<file path="config.mk">
export PLATFORM = sky130hd
export DESIGN_NAME = vscale_share_splitter
export DESIGN_NICKNAME = d
export VERILOG_FILES = /design/src/rtl/vscale_share_splitter.sv
export SDC_FILE = /design/constraint.sdc
export NUM_CORES = 1
export LEC_CHECK = 0
export BUFFER_PORTS_ARGS = -buffer_cell sky130_fd_sc_hd__buf_4
export CAP_MARGIN = 10
export CORE_MARGIN = 5
export CORE_UTILIZATION = 45
export DETAILED_ROUTE_END_ITERATION = 6
export PLACE_DENSITY = 0.72
export SYNTH_ARGS = -nofsm -noshare
export SYNTH_HDL_FRONTEND = slang
export SYNTH_SLANG_ARGS = --single-unit
export TNS_END_PERCENT = 100
</file>
<file path="constraint.sdc">
create_clock -name clk -period 2.5 [get_ports clk]
set_clock_uncertainty 0.1 [all_clocks]
set_input_delay 0.125 -clock clk [delete_from_list [all_inputs] [get_ports clk]]
set_output_delay 0.125 -clock clk [all_outputs]
set_load 0.01 [all_outputs]
</file>
<file path="src/rtl/vscale_share_splitter.sv">
// Splits one merged word into SHARES Boolean shares using fresh PRNG masks.
// Single-entry buffer with valid/ready on both sides and a rejected-draw counter.
module vscale_share_splitter #(
   parameter int DWIDTH = 32,
   parameter int SHARES = 2
) (
   input  logic                         clk,
   input  logic                         reset_n,
   input  logic                         in_valid,
   output logic                         in_ready,
   input  logic [DWIDTH-1:0]            in_data,
   output logic                         rnd_req,
   input  logic                         rnd_valid,
   input  logic [(SHARES-1)*DWIDTH-1:0] rnd_data,
   output logic                         out_valid,
   input  logic                         out_ready,
   output logic [SHARES*DWIDTH-1:0]     out_shares,
   output logic [7:0]                   rnd_reject_cnt
);

   typedef enum logic [1:0] {
      IDLE     = 2'd0,
      WAIT_RND = 2'd1,
      HOLD     = 2'd2
   } state_e;

   state_e                     state_q, state_d;
   logic [DWIDTH-1:0]          word_q, word_d;
   logic [SHARES*DWIDTH-1:0]   shares_q, shares_d;
   logic [7:0]                 rej_q, rej_d;

   logic                       any_zero;
   logic [DWIDTH-1:0]          mask_x;

   // A draw with any all-zero slice would leave that share equal to a
   // constant, so it is rejected rather than used.
   always_comb begin
      any_zero = 1'b0;
      mask_x   = '0;
      for (int k = 0; k < SHARES-1; k++) begin
         if (rnd_data[k*DWIDTH +: DWIDTH] == '0) begin
            any_zero = 1'b1;
         end
         mask_x = mask_x ^ rnd_data[k*DWIDTH +: DWIDTH];
      end
   end

   always_comb begin
      state_d  = state_q;
      word_d   = word_q;
      shares_d = shares_q;
      rej_d    = rej_q;
      case (state_q)
         IDLE: begin
            if (in_valid) begin
               word_d  = in_data;
               state_d = WAIT_RND;
            end
         end
         WAIT_RND: begin
            if (rnd_valid) begin
               if (any_zero) begin
                  if (rej_q != 8'hFF) begin
                     rej_d = rej_q + 8'd1;
                  end
               end else begin
                  shares_d = {rnd_data, word_q ^ mask_x};
                  state_d  = HOLD;
               end
            end
         end
         HOLD: begin
            if (out_ready) begin
               state_d = IDLE;
            end
         end
         default: state_d = IDLE;
      endcase
   end

   always_ff @(posedge clk or negedge reset_n) begin
      if (!reset_n) begin
         state_q  <= IDLE;
         word_q   <= '0;
         shares_q <= '0;
         rej_q    <= 8'h00;
      end else begin
         state_q  <= state_d;
         word_q   <= word_d;
         shares_q <= shares_d;
         rej_q    <= rej_d;
      end
   end

   // Handshake outputs depend on state only, so async reset shows up at once.
   assign in_ready       = (state_q == IDLE);
   assign rnd_req        = (state_q == WAIT_RND);
   assign out_valid      = (state_q == HOLD);
   assign out_shares     = shares_q;
   assign rnd_reject_cnt = rej_q;

endmodule
</file>
# After elaboration in Yosys (flattened, before gate mapping)
# Cells that the tools add are included.
[totals] regBits=106 out_inout_bits=75 in_bits=69 elab_cells=26
[op_classes] reduce_logical=6 n_bitwise=2 n_mux=6 n_addsub=1 eq_ne=7
[op_table] op="32-bit zero test" n=1
[op_table] op="32-bit XOR" n=1
[op_table] op="8-bit by 1-bit adder with 8-bit output, second input constant" n=1
[op_table] op="2-bit two-way mux" n=4
[op_table] op="8-bit != test, second input constant" n=1
[op_table] op="4-bit AND reduction" n=2
[op_table] op="2-bit case mux with 3 select lines" n=1
[op_table] op="2-bit by 1-bit != test with 1-bit output, second input constant" n=2
[op_table] op="2-bit != test, second input constant" n=2
[op_table] op="3-bit AND reduction" n=1
[op_table] op="2-bit by 1-bit equality test with 1-bit output, second input constant" n=1
[op_table] op="2-bit equality test, second input constant" n=1
[op_table] op="2-bit zero test" n=1
[op_table] op="2-bit AND reduction" n=1
[op_table] op="1-bit two-way mux" n=1
[op_table] op="1-bit inverter" n=1

# Longest topological paths before layout
[depth] word_depth=5 ltp_mapped=6 mapped_depth_nobuf=5

# Worst setup path before layout
# No wires, ideal clock.
[synth_timing] kind="register to register" from="register state_q[0]" to="register word_q[19]" arrival_ns=1.636 path_buffers=2 required_ns=2.275 setup_time_ns=0.125 setup_slack_ns=0.639 period_less_slack_ns=1.861 path_stages_with_launch=6 cell_sequence="dfrtp_1 nor2_1 and2_1 clkbuf_1 clkbuf_1 mux2_2"
[synth_between] elab_chain_cells=2
[synth_rtl] item="start: declaration" line="27" source="state_e state_q, state_d;"
[synth_rtl] item="start signal: assignment" line="88" source="state_q <= state_d;"
[synth_rtl] item="2-bit zero test"
[synth_rtl] item="net in_ready" line="10" source="output logic in_ready,"
[synth_rtl] item="2-bit AND reduction (no line)"
[synth_rtl] item="end signal: assignment" line="89" source="word_q <= word_d;"
[synth_rtl] item="end: declaration" line="28" source="logic [DWIDTH-1:0] word_q, word_d;"
# The timed path passes the listed nets, and every way through them passes these cells.
# A chain may end at the register's enable or synchronous reset.

# Final worst setup path
[layout_timing] from="input rnd_data[27]" to="register shares_q[63], in the netlist out_shares[63]"
[layout_between] elab_chain_cells=4
[layout_rtl] item="start: declaration" line="14" source="input logic [(SHARES-1)*DWIDTH-1:0] rnd_data,"
[layout_rtl] item="32-bit zero test" line="41" source="if (rnd_data[k*DWIDTH +: DWIDTH] == '0) begin"
[layout_rtl] item="1-bit two-way mux" line="41"
[layout_rtl] item="1-bit inverter (no line)"
[layout_rtl] item="3-bit AND reduction (no line)"
[layout_rtl] item="end signal: assignment" line="90" source="shares_q <= shares_d;"
[layout_rtl] item="end: declaration" line="29" source="logic [SHARES*DWIDTH-1:0] shares_q, shares_d;"
# No other way between the ends.

==> impl_metrics.tcl <==
set metrics [dict create \
    status "finished clean" \
    place.detailed.hpwl_um 7190 \
    totalWireLength_um 10700 \
    initial_core_util_pct 45.8 \
    syn-num-nets 362 \
    cts_setup_buffers 0 \
    placementRows 36 \
    tritoncts "done" \
    clk_latency_ns 0.36 \
    syn_area_mm2 0.00446 \
    htreeDepth 3 \
    drc 0 \
    cp-start-kind "input pin" \
    synthesis.instances 292 \
    grt_pass1_vias 3433 \
    maxCapViolCount 0 \
    wire_per_inst_um 16.5 \
    die-area_mm2 0.0120 \
    ys_warn_count 0 \
    syn_avg_cell_area_um2 15.3 \
    multiInputGateArea_mm2 0.00168 \
    period_share_pct 93.4 \
    post-route-util_pct 67.3 \
    overflow 0 \
    cellPowerDensity_mw_per_mm2 1050 \
    worst_slew_pin_slew_ns 0.552 \
    max_freq_mhz 428 \
    cp_max_fo 34 \
    cts_hold_buf 67 \
    path_class "in -> reg" \
    path_clk_slew_ns 0.09 \
    dp.cells 565 \
    setup_tns_ns 0 \
    rrSetupSlack_ns 0.68 \
    required_ns 2.65 \
    hold_viol 0 \
    grt_max_degree 65 \
    cts.sinks 106 \
    final_cells 648 \
    clock_path_buffers 2 \
    drt_iter0_drc 117 \
    gp_congestion 0.821 \
    maxSlewHeadroom_pct 63.2 \
    ys_ff_latch 106 \
    io-pin-count 144 \
    setup_viol 0 \
    nNetsFinal 580 \
    n_antenna_cell 0 \
    area_growth_pct 46.8 \
    core_mm2 0.00973 \
    grt_setup_unrepaired "false" \
    drt_pass1_iterations 4 \
    final-seq-area_mm2 0.00265 \
    antenna_found_initial 0 \
    drive_gt1_share_pct 41.9 \
    die_h_um 110 \
    ys_types 28 \
    hold_class "in -> async" \
    via_per_inst 4.87 \
    peakVddDrop_uv 647 \
    yosysSeqAreaShare_pct 59.5 \
    fp.dieW_um 110 \
    gr-usage-all-layers_pct 18.5 \
    cts.repair.resized 0 \
    vias 3155 \
    fillerInstances 734 \
    crit_arrival_ns 2.48 \
    worst_setup_path_end_kind "flip-flop" \
    ant_nets 0 \
    fin_crit_ns 2.33 \
    grt_pass1_wl_um 17000 \
    p_leak_nw 3.06 \
    slew_violations 0 \
    numPortBuffers 143 \
    numCtsBuffers 9 \
    cts-root-buf "clkbuf_8" \
]
## Yosys cell counts
| cell | n | area share (%) |
|---|---|---|
| a21o_1 | 1 | 0.17 |
| and2_1 | 1 | 0.14 |
| and3_1 | 1 | 0.14 |
| and3b_1 | 1 | 0.20 |
| buf_12 | 4 | 1.8 |
| buf_2 | 3 | 0.34 |
| buf_6 | 1 | 0.25 |
| buf_8 | 1 | 0.34 |
| clkbuf_1 | 2 | 0.17 |
| dfrtp_1 | 106 | 60 |
| ha_1 | 1 | 0.28 |
| inv_1 | 2 | 0.17 |
| mux2_1 | 49 | 12 |
| mux2_2 | 48 | 12 |
| nand2_1 | 1 | 0.084 |
| nand2b_1 | 1 | 0.14 |
| nand3_1 | 4 | 0.45 |
| nand4_1 | 2 | 0.28 |
| nand4_2 | 1 | 0.28 |
| nor2_1 | 3 | 0.25 |
| nor2b_1 | 1 | 0.14 |
| nor3_1 | 1 | 0.11 |
| nor4_1 | 12 | 1.7 |
| nor4b_1 | 2 | 0.39 |
| o21ai_0 | 2 | 0.22 |
| o21ai_1 | 1 | 0.11 |
| o21ai_2 | 1 | 0.20 |
| xor2_1 | 39 | 7.7 |
## metrics by stage
step | power, mW | setup slack [ns] | cell area, µm² | hold slack [ns]
after floorplan | 4.50 | 0.639 | 4460 | -0.271
after global placement | 5.71 | 0.339 | 5690 | 0.0494
after detailed placement | 5.83 | 0.296 | 5690 | 0.0504
after CTS | 6.94 | 0.129 | 6550 | 0.201
after global routing | 7.31 | 0.112 | 6550 | 0.232
final | 6.85 | 0.166 | 6550 | 0.192
## final timing paths
check,from,to,cells past startpoint
setup / recovery,rnd_data[27],out_shares[63],8
hold / removal,reset_n,word_q[20],2
setup reg to reg,rnd_reject_cnt[0],rnd_reject_cnt[1],5
hold reg to reg,out_shares[19],out_shares[19],1
max in group asynchronous,reset_n,out_shares[33],3
min in group clk,in_valid,state_q[0],4
## area by class of cell
class | instances | share of cell area, %
clock buffer | 11 | 2.01
inverter | 2 | 0.115
tap | 133 | 2.54
multi-input combinational | 173 | 25.6
sequential | 106 | 40.5
timing repair buffer | 218 | 28.3
clock inverter | 5 | 0.841
## state kept, by name (all words and copies together) (netlist names)
name	count
word_q	32
rnd_reject_cnt	8
state_q	2
out_shares	64
## worst max-delay path, cell delays in order
cell and delay, ns:
dlygate4sd3_1 0.54, buf_4 0.14, nor4_1 0.46, nand4_1 0.20, buf_4 0.21, o21ai_4 0.19, buf_12 0.25, mux2_2 0.36
## layer usage
layer  part of all wire [%]  GRT usage (%)
met5                      0              0
met4                    1.7           6.06
met3                    7.4           5.70
met2                     52           33.0
met1                     39           21.0
## cells by family after synthesis
group                    synth area share, %
AO/OA/AOI/OAI                          0.702
multiplexers                            24.5
flip-flops                              59.5
buffers and inverters                   3.06
AND/OR/NAND/NOR                         4.29
XOR/XNOR                                7.66
adder cells (fa/ha/maj)                0.281
## report_power, final
part | total, mW | switching (mW) | leakage, nW | internal [mW]
Clock | 1.01 | 0.550 | 0.0893 | 0.461
Sequential | 3.02 | 0.485 | 1.27 | 2.54
Combinational | 2.82 | 1.15 | 1.71 | 1.67
Total | 6.85 | 2.18 | 3.06 | 4.67
## cell usage in the layout (no fill, tap or decap), drive strengths merged
cell | netlist | layout
nor3 | 1 | 1
xor2 | 39 | 39
dlygate4sd3 | 0 | 67
o21ai | 4 | 4
and2 | 1 | 1
bufinv | 0 | 1
inv | 2 | 2
nand2 | 1 | 1
nand2b | 1 | 1
nor4b | 2 | 2
clkinvlp | 0 | 2
mux2 | 97 | 97
clkinv | 0 | 2
nand3 | 4 | 4
clkbuf | 2 | 11
nor2b | 1 | 1
nor2 | 3 | 3
ha | 1 | 1
buf | 9 | 151
and3b | 1 | 1
nor4 | 12 | 12
a21o | 1 | 1
dfrtp | 106 | 106
nand4 | 3 | 3
and3 | 1 | 1
No activity file was read; power rests on OpenSTA's default activity.
